### src/rtl/bp_pkg.sv
// Shared types and helpers for the branch target predictor: mode encoding,
// checkpoint record and counter reset value.
package bp_pkg;

    // Checkpoint fields are sized for the largest supported configuration.
    localparam int unsigned MAX_WORD = 64;
    localparam int unsigned MAX_IDX  = 8;
    localparam int unsigned MAX_HIST = 8;

    typedef enum logic {
        BIMODAL = 1'b0,
        GSHARE  = 1'b1
    } bp_mode_e;

    typedef struct packed {
        logic [MAX_WORD-1:0] pc_next;
        logic                taken;
        logic [MAX_IDX-1:0]  idx;
        logic [MAX_HIST-1:0] ghr;
    } checkpoint_t;

    // Weakly not-taken value for a counter of the given width.
    function automatic int unsigned cnt_init(int unsigned bits);
        return (1 << (bits - 1)) - 1;
    endfunction

    function automatic bp_mode_e mode_of(int unsigned hist_bits);
        return (hist_bits == 0) ? BIMODAL : GSHARE;
    endfunction

endpackage

### src/rtl/branch_target_predictor_sat_counter.sv
// Saturating up/down counter with enable and asynchronous reset to INIT.
module sat_counter
    import bp_pkg::*;
#(
    parameter int unsigned WIDTH = 2,
    parameter int unsigned INIT  = 0
) (
    input  logic             clk,
    input  logic             reset,
    input  logic             enable,
    input  logic             inc,
    input  logic             dec,
    output logic [WIDTH-1:0] count
);

    logic [WIDTH-1:0] count_q, count_d;

    always_comb begin
        count_d = count_q;
        if (enable && inc && !dec && (count_q != {WIDTH{1'b1}})) begin
            count_d = count_q + WIDTH'(1);
        end else if (enable && dec && !inc && (count_q != '0)) begin
            count_d = count_q - WIDTH'(1);
        end
    end

    always_ff @(posedge clk or posedge reset) begin
        if (reset) begin
            count_q <= WIDTH'(INIT);
        end else begin
            count_q <= count_d;
        end
    end

    assign count = count_q;

endmodule

### src/rtl/branch_target_predictor.sv
// Direct-mapped BTB plus bimodal/gshare pattern history table with a single
// checkpoint for the in-flight branch and speculative global history.
module branch_target_predictor
    import bp_pkg::*;
#(
    parameter int unsigned WORD_SIZE = 16,
    parameter int unsigned ENTRIES   = 16,
    parameter int unsigned CNT_BITS  = 2,
    parameter int unsigned HIST_BITS = 4
) (
    input  logic                 clk,
    input  logic                 reset,
    input  logic [WORD_SIZE-1:0] lk_pc,
    input  logic                 lk_is_branch,
    input  logic                 lk_fire,
    output logic                 lk_taken,
    output logic                 lk_hit,
    output logic [WORD_SIZE-1:0] lk_next_pc,
    input  logic                 up_valid,
    input  logic [WORD_SIZE-1:0] up_pc,
    input  logic                 up_taken,
    input  logic [WORD_SIZE-1:0] up_target,
    output logic                 up_mispredict,
    output logic [WORD_SIZE-1:0] up_fix_pc,
    output logic [15:0]          stat_branches,
    output logic [15:0]          stat_mispred
);

    localparam int unsigned IDX   = $clog2(ENTRIES);
    localparam int unsigned TAG_W = WORD_SIZE - IDX;
    localparam int unsigned GW    = (HIST_BITS > 0) ? HIST_BITS : 1;
    localparam bp_mode_e    MODE  = mode_of(HIST_BITS);

    logic                 btb_valid_q [ENTRIES];
    logic [TAG_W-1:0]     btb_tag_q   [ENTRIES];
    logic [WORD_SIZE-1:0] btb_tgt_q   [ENTRIES];
    logic [CNT_BITS-1:0]  pht         [ENTRIES];

    logic [GW-1:0]        ghr_q, ghr_d;
    checkpoint_t          cp_q, cp_d, cp_chk;

    logic [IDX-1:0]       lk_bidx, lk_idx, ghr_ext, cp_idx, up_bidx;
    logic [WORD_SIZE-1:0] lk_pc_inc, cp_pc_next;
    logic [GW-1:0]        cp_ghr;
    logic                 lk_push, pht_we;

    // Lookup
    assign lk_bidx   = lk_pc[IDX-1:0];
    assign ghr_ext   = (MODE == GSHARE) ? IDX'(ghr_q) : '0;
    assign lk_idx    = lk_bidx ^ ghr_ext;
    assign lk_pc_inc = lk_pc + WORD_SIZE'(1);

    assign lk_hit     = !reset && btb_valid_q[lk_bidx] &&
                        (btb_tag_q[lk_bidx] == lk_pc[WORD_SIZE-1:IDX]);
    assign lk_taken   = lk_is_branch && lk_hit && pht[lk_idx][CNT_BITS-1];
    assign lk_next_pc = lk_taken ? btb_tgt_q[lk_bidx] : lk_pc_inc;
    assign lk_push    = !reset && lk_fire && lk_is_branch;

    // Resolution against the checkpointed prediction
    assign cp_pc_next    = cp_q.pc_next[WORD_SIZE-1:0];
    assign cp_idx        = cp_q.idx[IDX-1:0];
    assign cp_ghr        = cp_q.ghr[GW-1:0];
    assign up_bidx       = up_pc[IDX-1:0];
    assign up_mispredict = !reset && up_valid && (up_taken != cp_q.taken);
    assign up_fix_pc     = up_taken ? up_target : cp_pc_next;
    assign pht_we        = !reset && up_valid;

    always_comb begin
        cp_d = cp_q;
        if (lk_push) begin
            cp_d         = '0;
            cp_d.pc_next = MAX_WORD'(lk_pc_inc);
            cp_d.taken   = lk_taken;
            cp_d.idx     = MAX_IDX'(lk_idx);
            cp_d.ghr     = MAX_HIST'(ghr_q);
        end
    end

    // History repair wins over the wrong-path speculative shift.
    always_comb begin
        ghr_d = ghr_q;
        if (MODE == GSHARE) begin
            if (up_mispredict) begin
                ghr_d = (cp_ghr << 1) | GW'(up_taken);
            end else if (lk_push) begin
                ghr_d = (ghr_q << 1) | GW'(lk_taken);
            end
        end
    end

    // Checkpoint bits above the configured widths stay zero.
    always_comb begin
        cp_chk         = '0;
        cp_chk.pc_next = MAX_WORD'(cp_pc_next);
        cp_chk.taken   = cp_q.taken;
        cp_chk.idx     = MAX_IDX'(cp_idx);
        cp_chk.ghr     = MAX_HIST'(cp_ghr);
        assert (cp_q == cp_chk);
    end

    always_ff @(posedge clk or posedge reset) begin
        if (reset) begin
            ghr_q <= '0;
            cp_q  <= '0;
        end else begin
            ghr_q <= ghr_d;
            cp_q  <= cp_d;
        end
    end

    always_ff @(posedge clk or posedge reset) begin
        if (reset) begin
            for (int i = 0; i < ENTRIES; i++) begin
                btb_valid_q[i] <= 1'b0;
                btb_tag_q[i]   <= '0;
                btb_tgt_q[i]   <= '0;
            end
        end else if (up_valid && up_taken) begin
            btb_valid_q[up_bidx] <= 1'b1;
            btb_tag_q[up_bidx]   <= up_pc[WORD_SIZE-1:IDX];
            btb_tgt_q[up_bidx]   <= up_target;
        end
    end

    for (genvar i = 0; i < ENTRIES; i++) begin : g_pht
        sat_counter #(
            .WIDTH(CNT_BITS),
            .INIT (cnt_init(CNT_BITS))
        ) u_cnt (
            .clk   (clk),
            .reset (reset),
            .enable(pht_we && (cp_idx == IDX'(i))),
            .inc   (up_taken),
            .dec   (!up_taken),
            .count (pht[i])
        );
    end

    sat_counter #(
        .WIDTH(16),
        .INIT (0)
    ) u_stat_branches (
        .clk   (clk),
        .reset (reset),
        .enable(pht_we),
        .inc   (1'b1),
        .dec   (1'b0),
        .count (stat_branches)
    );

    sat_counter #(
        .WIDTH(16),
        .INIT (0)
    ) u_stat_mispred (
        .clk   (clk),
        .reset (reset),
        .enable(up_mispredict),
        .inc   (1'b1),
        .dec   (1'b0),
        .count (stat_mispred)
    );

endmodule

### config.mk
export PLATFORM = sky130hd
export DESIGN_NAME = branch_target_predictor
export DESIGN_NICKNAME = d
export VERILOG_FILES = /design/src/rtl/bp_pkg.sv /design/src/rtl/branch_target_predictor_sat_counter.sv /design/src/rtl/branch_target_predictor.sv
export SDC_FILE = /design/constraint.sdc
export NUM_CORES = 1
export LEC_CHECK = 0
export CAP_MARGIN = 0
export CORE_MARGIN = 5
export CORE_UTILIZATION = 45
export CTS_CLUSTER_DIAMETER = 60
export DETAILED_ROUTE_END_ITERATION = 12
export GPL_ROUTABILITY_DRIVEN = 0
export SLEW_MARGIN = 20
export SYNTH_ARGS = -nofsm -noshare
export SYNTH_HDL_FRONTEND = slang
export SYNTH_SLANG_ARGS = --single-unit
### constraint.sdc
create_clock -name clk -period 28.5 [get_ports clk]
set_clock_uncertainty 0.1 [all_clocks]
set_input_delay 5.7 -clock clk [delete_from_list [all_inputs] [get_ports clk]]
set_output_delay 5.7 -clock clk [all_outputs]
set_load 0.05 [all_outputs]
[Word level (Yosys, flattened, before mapping)]
Cells that the tools add are included.
Word-level totals
  register bits: 556
  input port bits: 54
  word-level logic and storage cells: 368
Operators by class
  add/subtract/negate cells: 35
  order comparisons: 4
  equal/unequal tests: 35
  muxes and demuxes: 56
  bitwise operators: 7
  reductions and logical operators: 160
Operators by type and width (number)
  $bwmux 256: 1
  $bwmux 192: 1
  $logic_and 1x1->1: 124
  $mux 16: 5
  $mux 2: 34
  $reduce_bool 2->1: 33
  $bmux 16 s4: 1
  $demux 16 s4: 1
  $add 16x1->16 const B: 3
  $bmux 12 s4: 1
  $demux 12 s4: 1
  $mux 12: 3
  $add 2x1->2 const B: 16
  $eq 4x4->1 const B: 8
  $ne 16x16->1 const B: 2
  $ne 2x2->1 const B: 16
  $sub 2x1->2 const B: 16
  $eq 4x3->1 const B: 4
  $or 16x16->16: 1
  $ge 5x5->1 const B: 3
  $not 4->5: 3
  $eq 12x12->1: 1
  $bmux 2 s4: 1
  $eq 4x2->1 const B: 2
  11 further kinds: 16

[Logic depth before layout (Yosys ltp)]
  depth in word-level cells: 11
  mapped depth: 13
  mapped depth without buffers: 8

[Hierarchy]
From an unflattened synthesis, not the netlist that was laid out.
Unflattened totals
  cell total of the unflattened synthesis: 2088
  area, all modules: 28325.9 um^2
Modules (own cells, without submodules)
  branch_target_predictor: instances 1, cells an instance 1526, area an instance 23206.0 um^2, seq. area each 12311.8 um^2
  sat_counter at u_stat_branches ...: instances 2, cells an instance 161, area an instance 1539.0 um^2, seq. area each 400.4 um^2
  sat_counter at g_pht[0].u_cnt ...: instances 16, cells an instance 15, area an instance 127.6 um^2, seq. area each 51.3 um^2

[Least setup slack after synthesis]
No wires, ideal clock.
  path type: input port to output port
  from: input reset
  to: output up_mispredict
  arrival: 19.107 ns
  slack: 3.593 ns
  stages on the path: 3
  buffers on the path: 0
  cells stage by stage: inv_1 -> nand2_1 -> nor2_1
On the way
  word-level cells in the longest chain between the ends: 3
RTL lines
  start, declared: line branch_target_predictor.sv:12  | input logic reset,
  $logic_not 1->1 (no source line)
  $logic_and 1x1->1 (2 in series): line branch_target_predictor.sv:64  | assign up_mispredict = !reset && up_valid && (up_taken != cp_q.taken);
  end, declared: line branch_target_predictor.sv:23  | output logic up_mispredict,
No other way between the ends.

[Worst setup path after layout]
  from: input lk_pc[1]
  to: output lk_next_pc[2]
On the way
  word-level cells in the longest chain between the ends: 9
  elaborated cells on any way between the ends: 22
  those cells by class: add/sub: 1; eq/ne: 1; mux: 13; bitwise: 3; reduce/logical: 4
RTL lines
  start, declared: line branch_target_predictor.sv:13  | input logic [WORD_SIZE-1:0] lk_pc,
  $not 4->5 (not written as such): line branch_target_predictor.sv:53, branch_target_predictor.sv:54, branch_target_predictor.sv:56
  $bmux 12 s4 / $bmux 1 s4 (equally long branches): line branch_target_predictor.sv:54, branch_target_predictor.sv:53
  $mux 12 (not written as such) / $mux 1 (equally long branches) (2 in series): line branch_target_predictor.sv:54, branch_target_predictor.sv:53
  $eq 12x12->1 / $logic_and 1x1->1 (equally long branches): line branch_target_predictor.sv:54, branch_target_predictor.sv:53
  $logic_and 1x1->1: line branch_target_predictor.sv:53  | assign lk_hit = !reset && btb_valid_q[lk_bidx] &&
  $logic_and 1x1->1 (2 in series): line branch_target_predictor.sv:55  | assign lk_taken = lk_is_branch && lk_hit && pht[lk_idx][CNT_BITS-1];
  $mux 16 *: line branch_target_predictor.sv:56  | assign lk_next_pc = lk_taken ? btb_tgt_q[lk_bidx] : lk_pc_inc;
  end, declared: line branch_target_predictor.sv:18  | output logic [WORD_SIZE-1:0] lk_next_pc,
Mark *: on every way between the ends. The rest lies on a longest branch, timed or not. The select of a mux whose other input is x is not followed.

==> impl_metrics.csv <==
group,metric,value,unit
sta,fin_crit,16.72,ns
grt,grt_pass1_wl,106,mm
synth,synth_cells,1896,
synth,avgSynthCellArea,13.7,µm²
sta,drv_slew,0,
synth,synth-edff-count,0,
placed_design,pre_cts_ws,11.72,ns
grt,grt_pass1_vias,16911,
sta,setup_ws,11.78,ns
worst_setup_path,arrival,10.92,ns
synth,syn_nets,1953,
floorplan,die_h,250,µm
synth,ys_warn_count,0,
power_and_ir_drop,peakVddDrop,55.7,µV
cells_and_area,regArea,13900,µm²
floorplan,dieWidth,250,µm
cells_and_area,utilization,0.520,
sta,slew_headroom,0.240,
routing,viasPerCell,5.82,
routing,routed_wl,68.5,mm
min_path,min_from,"btb_valid_q[11]",
grt,grt_max_degree,171,
clock_network,clk_path_buf_depth,3,
worst_setup_path,startpoint,"lk_pc[1]",
synth,ys_seq_elements,556,
clock_network,cts_setup_buffers,0,
sta,setup_viol,0,
routing,vias,16204,
routing,wl_per_cell,24.6,µm
cells_and_area,multiInputGateArea,11400,µm²
sta,rsz0062_at_grt,"false",
clock_network,worstSkewPairLatency,0.62,ns
synth,ys_types,56,
floorplan,core-area,57500,µm²
routing,drt_iter0_drc,1033,
run_status,status,"finished, final reports clean",
clock_network,cts.clk_slew.worst_paths,0.06,ns
routing,drc_errors,0,
cells_and_area,final_net_count,2024,
worst_setup_path,critical_path_class,"in -> out",
power_and_ir_drop,p_per_area,75.6,nW/µm²
placed_design,port_buffers,120,
synth,synth_area,26000,µm²
synth,ys_seq_area_frac,0.537,
clock_network,cts_tree,"built",
cells_and_area,drive_gt1_frac,0.375,
synth,synth.top_cell.area_share,0.521,
clock_network,cts_root_buf,"clkbuf_16",
grt,grtUsageTotal,0.218,
min_path,hp-class,"reg -> reg",
worst_setup_path,rr_worst_depth,8,
floorplan,pin_count,121,
synth,yosysTopAreaCell,"dfrtp_1",
clock_network,htreeDepth,2,
worst_setup_path,r2r-end,"ghr_ext[0]",
sta,fin_tns_setup,0,ns
routing,drt-pass1-iter-count,6,
power_and_ir_drop,p_leak,0.0131,µW
floorplan,num_rows,88,
min_path,hold_depth,1,
floorplan,die-area,62600,µm²
worst_setup_path,path_max_fanout,44,
cells_and_area,nFillCells,4935,
grt,antenna_found_initial,4,
clock_network,cts_hold_buf,0,
floorplan,start_util,0.452,
sta,fmax,59.8,MHz
sta,hold_viol_final,0,
clock_network,cts_sinks,556,
flow_run,cap_violations,0,
sta,worst-slew-pin-transition,1.14,ns
cells_and_area,area_delta_synth_final,15.0,%
synth,synth.area.top_cells,"dfrtp_1 52%, mux2_2 20%, mux4_2 8.1%, mux2i_1 3.3%, o21ai_0 1.8%",
worst_setup_path,endpoint_kind,"output pin",
worst_setup_path,crit_required,22.70,ns
routing,ant_nets,0,
min_path,holdPathEnd,"btb_valid_q[11]",
sta,post-route-period-util,0.587,
worst_setup_path,cp_slowest_stage_delay,0.89,ns
worst_setup_path,startpoint_type,"input pin",
placed_design,post-dp-hpwl,40.6,mm
worst_setup_path,slowest_stage,"clkdlybuf4s50_1",
synth,ys.flop_type,"dfrtp_1",
synth,synthArstFlopShare,1.00,
clock_network,numCtsBuffers,61,
worst_setup_path,r2r-start,"ghr_ext[1]",
clock_network,ctsResizeCount,0,
worst_setup_path,rrSetupSlack,25.00,ns
worst_setup_path,path_cells,"buf_4, buf_4, buf_4, xnor2_1, mux4_2, mux2i_1, mux2i_1, o2111ai_1, or4_4, mux2i_1, a211oi_2, clkdlybuf4s50_1",
grt,grt_overflow_total,0,
[how the worst max path moves through the flow]
| stage | to | slack [ns] | depth (start not counted) |
|---|---|---|---|
| 6_report | lk_next_pc[2] | 11.78 | 12 |
| 4_1_cts | lk_next_pc[2] | 11.70 | 12 |
| 2_1_floorplan | up_mispredict | 3.59 | 3 |
| 3_3_place_gp | lk_next_pc[2] | 11.78 | 11 |
| 3_5_place_dp | lk_next_pc[2] | 11.72 | 12 |
| 5_1_grt | lk_next_pc[2] | 11.55 | 11 |
[critical path: cells and delay by family]
kind | cells | cell delay, ns
multiplexers | 4 | 1.27
XOR/XNOR | 1 | 0.31
AO/OA/AOI/OAI | 2 | 0.50
AND/OR/NAND/NOR | 1 | 0.69
buffers and inverters | 4 | 2.40
[cell usage after synthesis, types with 6 or more instances]
library cell,count
dfrtp_1,540
mux2_2,471
nand2_1,114
mux4_2,93
clkbuf_1,91
o21ai_0,91
mux2i_1,86
nor2_1,58
xnor2_1,38
buf_1,32
a221oi_1,27
a21oi_1,25
xor2_1,23
inv_1,17
dfstp_2,16
nand3_1,16
a22oi_1,15
nand4_1,14
or2_2,13
buf_2,12
nand2b_1,12
a31oi_1,8
nor3_1,8
and3_1,7
o2111ai_1,7
a21o_1,6
[power breakdown]
group	internal (µW)	total [µW]	leakage, µW	switching [µW]
registers	957	1050	0.00701	89.6
clock network	458	786	0.00101	328
logic	220	426	0.00512	205
total	1640	2260	0.0131	623
[cell type report]
cell class | instances | area share
antenna | 2 | 0.000168
clock buffer | 89 | 0.0621
clock inverter | 23 | 0.00545
inverter | 19 | 0.00264
multi-input combinational | 1177 | 0.382
sequential | 556 | 0.467
tap | 765 | 0.0320
timing repair buffer | 152 | 0.0488
[layer usage]
layer | up-vias | part of all wire | GRT usage
met5 | - | 0.00044 | 0
met3 | 95 | 0.057 | 0.0410
met1 | 8625 | 0.46 | 0.326
met4 | 4 | 0.021 | 0.0541
li1 | 7085 | - | -
met2 | 395 | 0.46 | 0.334
[logic make-up after synthesis]
| kind of cell | after synthesis | synth area share |
|---|---|---|
| compound gates | 200 | 0.0492 |
| fa+ha+maj | 3 | 0.00145 |
| flops | 556 | 0.537 |
| mux | 650 | 0.318 |
| simple gates | 262 | 0.0461 |
| buf+inv | 163 | 0.0271 |
| xor+xnor | 62 | 0.0212 |
[state kept, by name, summed over array words and instances, names as in the netlist]
name,flops
u_stat_mispred.count,16
btb_tgt_q,256
u_stat_branches.count,16
g_pht.u_cnt.count,32
cp_chk,24
btb_tag_q,192
ghr_ext,4
btb_valid_q,16
[per-stage QoR]
step                instance area (µm²)  hold slack [ns]  std cells  total power, µW
floorplan                         26000            0.330       1896             1360
global placement                  27800            0.348       2669             1470
detailed placement                27800            0.352       2669             1490
CTS                               29900            0.368       2781             2280
global route                      29900            0.383       2782             2370
finish                            29900            0.363       2783             2260
[layout by cell type (no fill, tap or decap), types with 14 or more instances in the layout]
cell               n
nor2_1            49
dfrtp_1          540
clkbuf_8          18
a221oi_1          27
o21ai_0           91
mux2_2           471
clkbuf_16         63
a22oi_1           15
nand4_1           14
nand3_1           14
clkinv_2          16
xor2_1            23
buf_4             31
clkdlybuf4s50_1  116
mux2i_1           86
inv_1             16
nand2_1          114
mux4_2            93
dfstp_2           16
a21oi_1           25
xnor2_1           38
No activity file was read; power rests on OpenSTA's default activity.
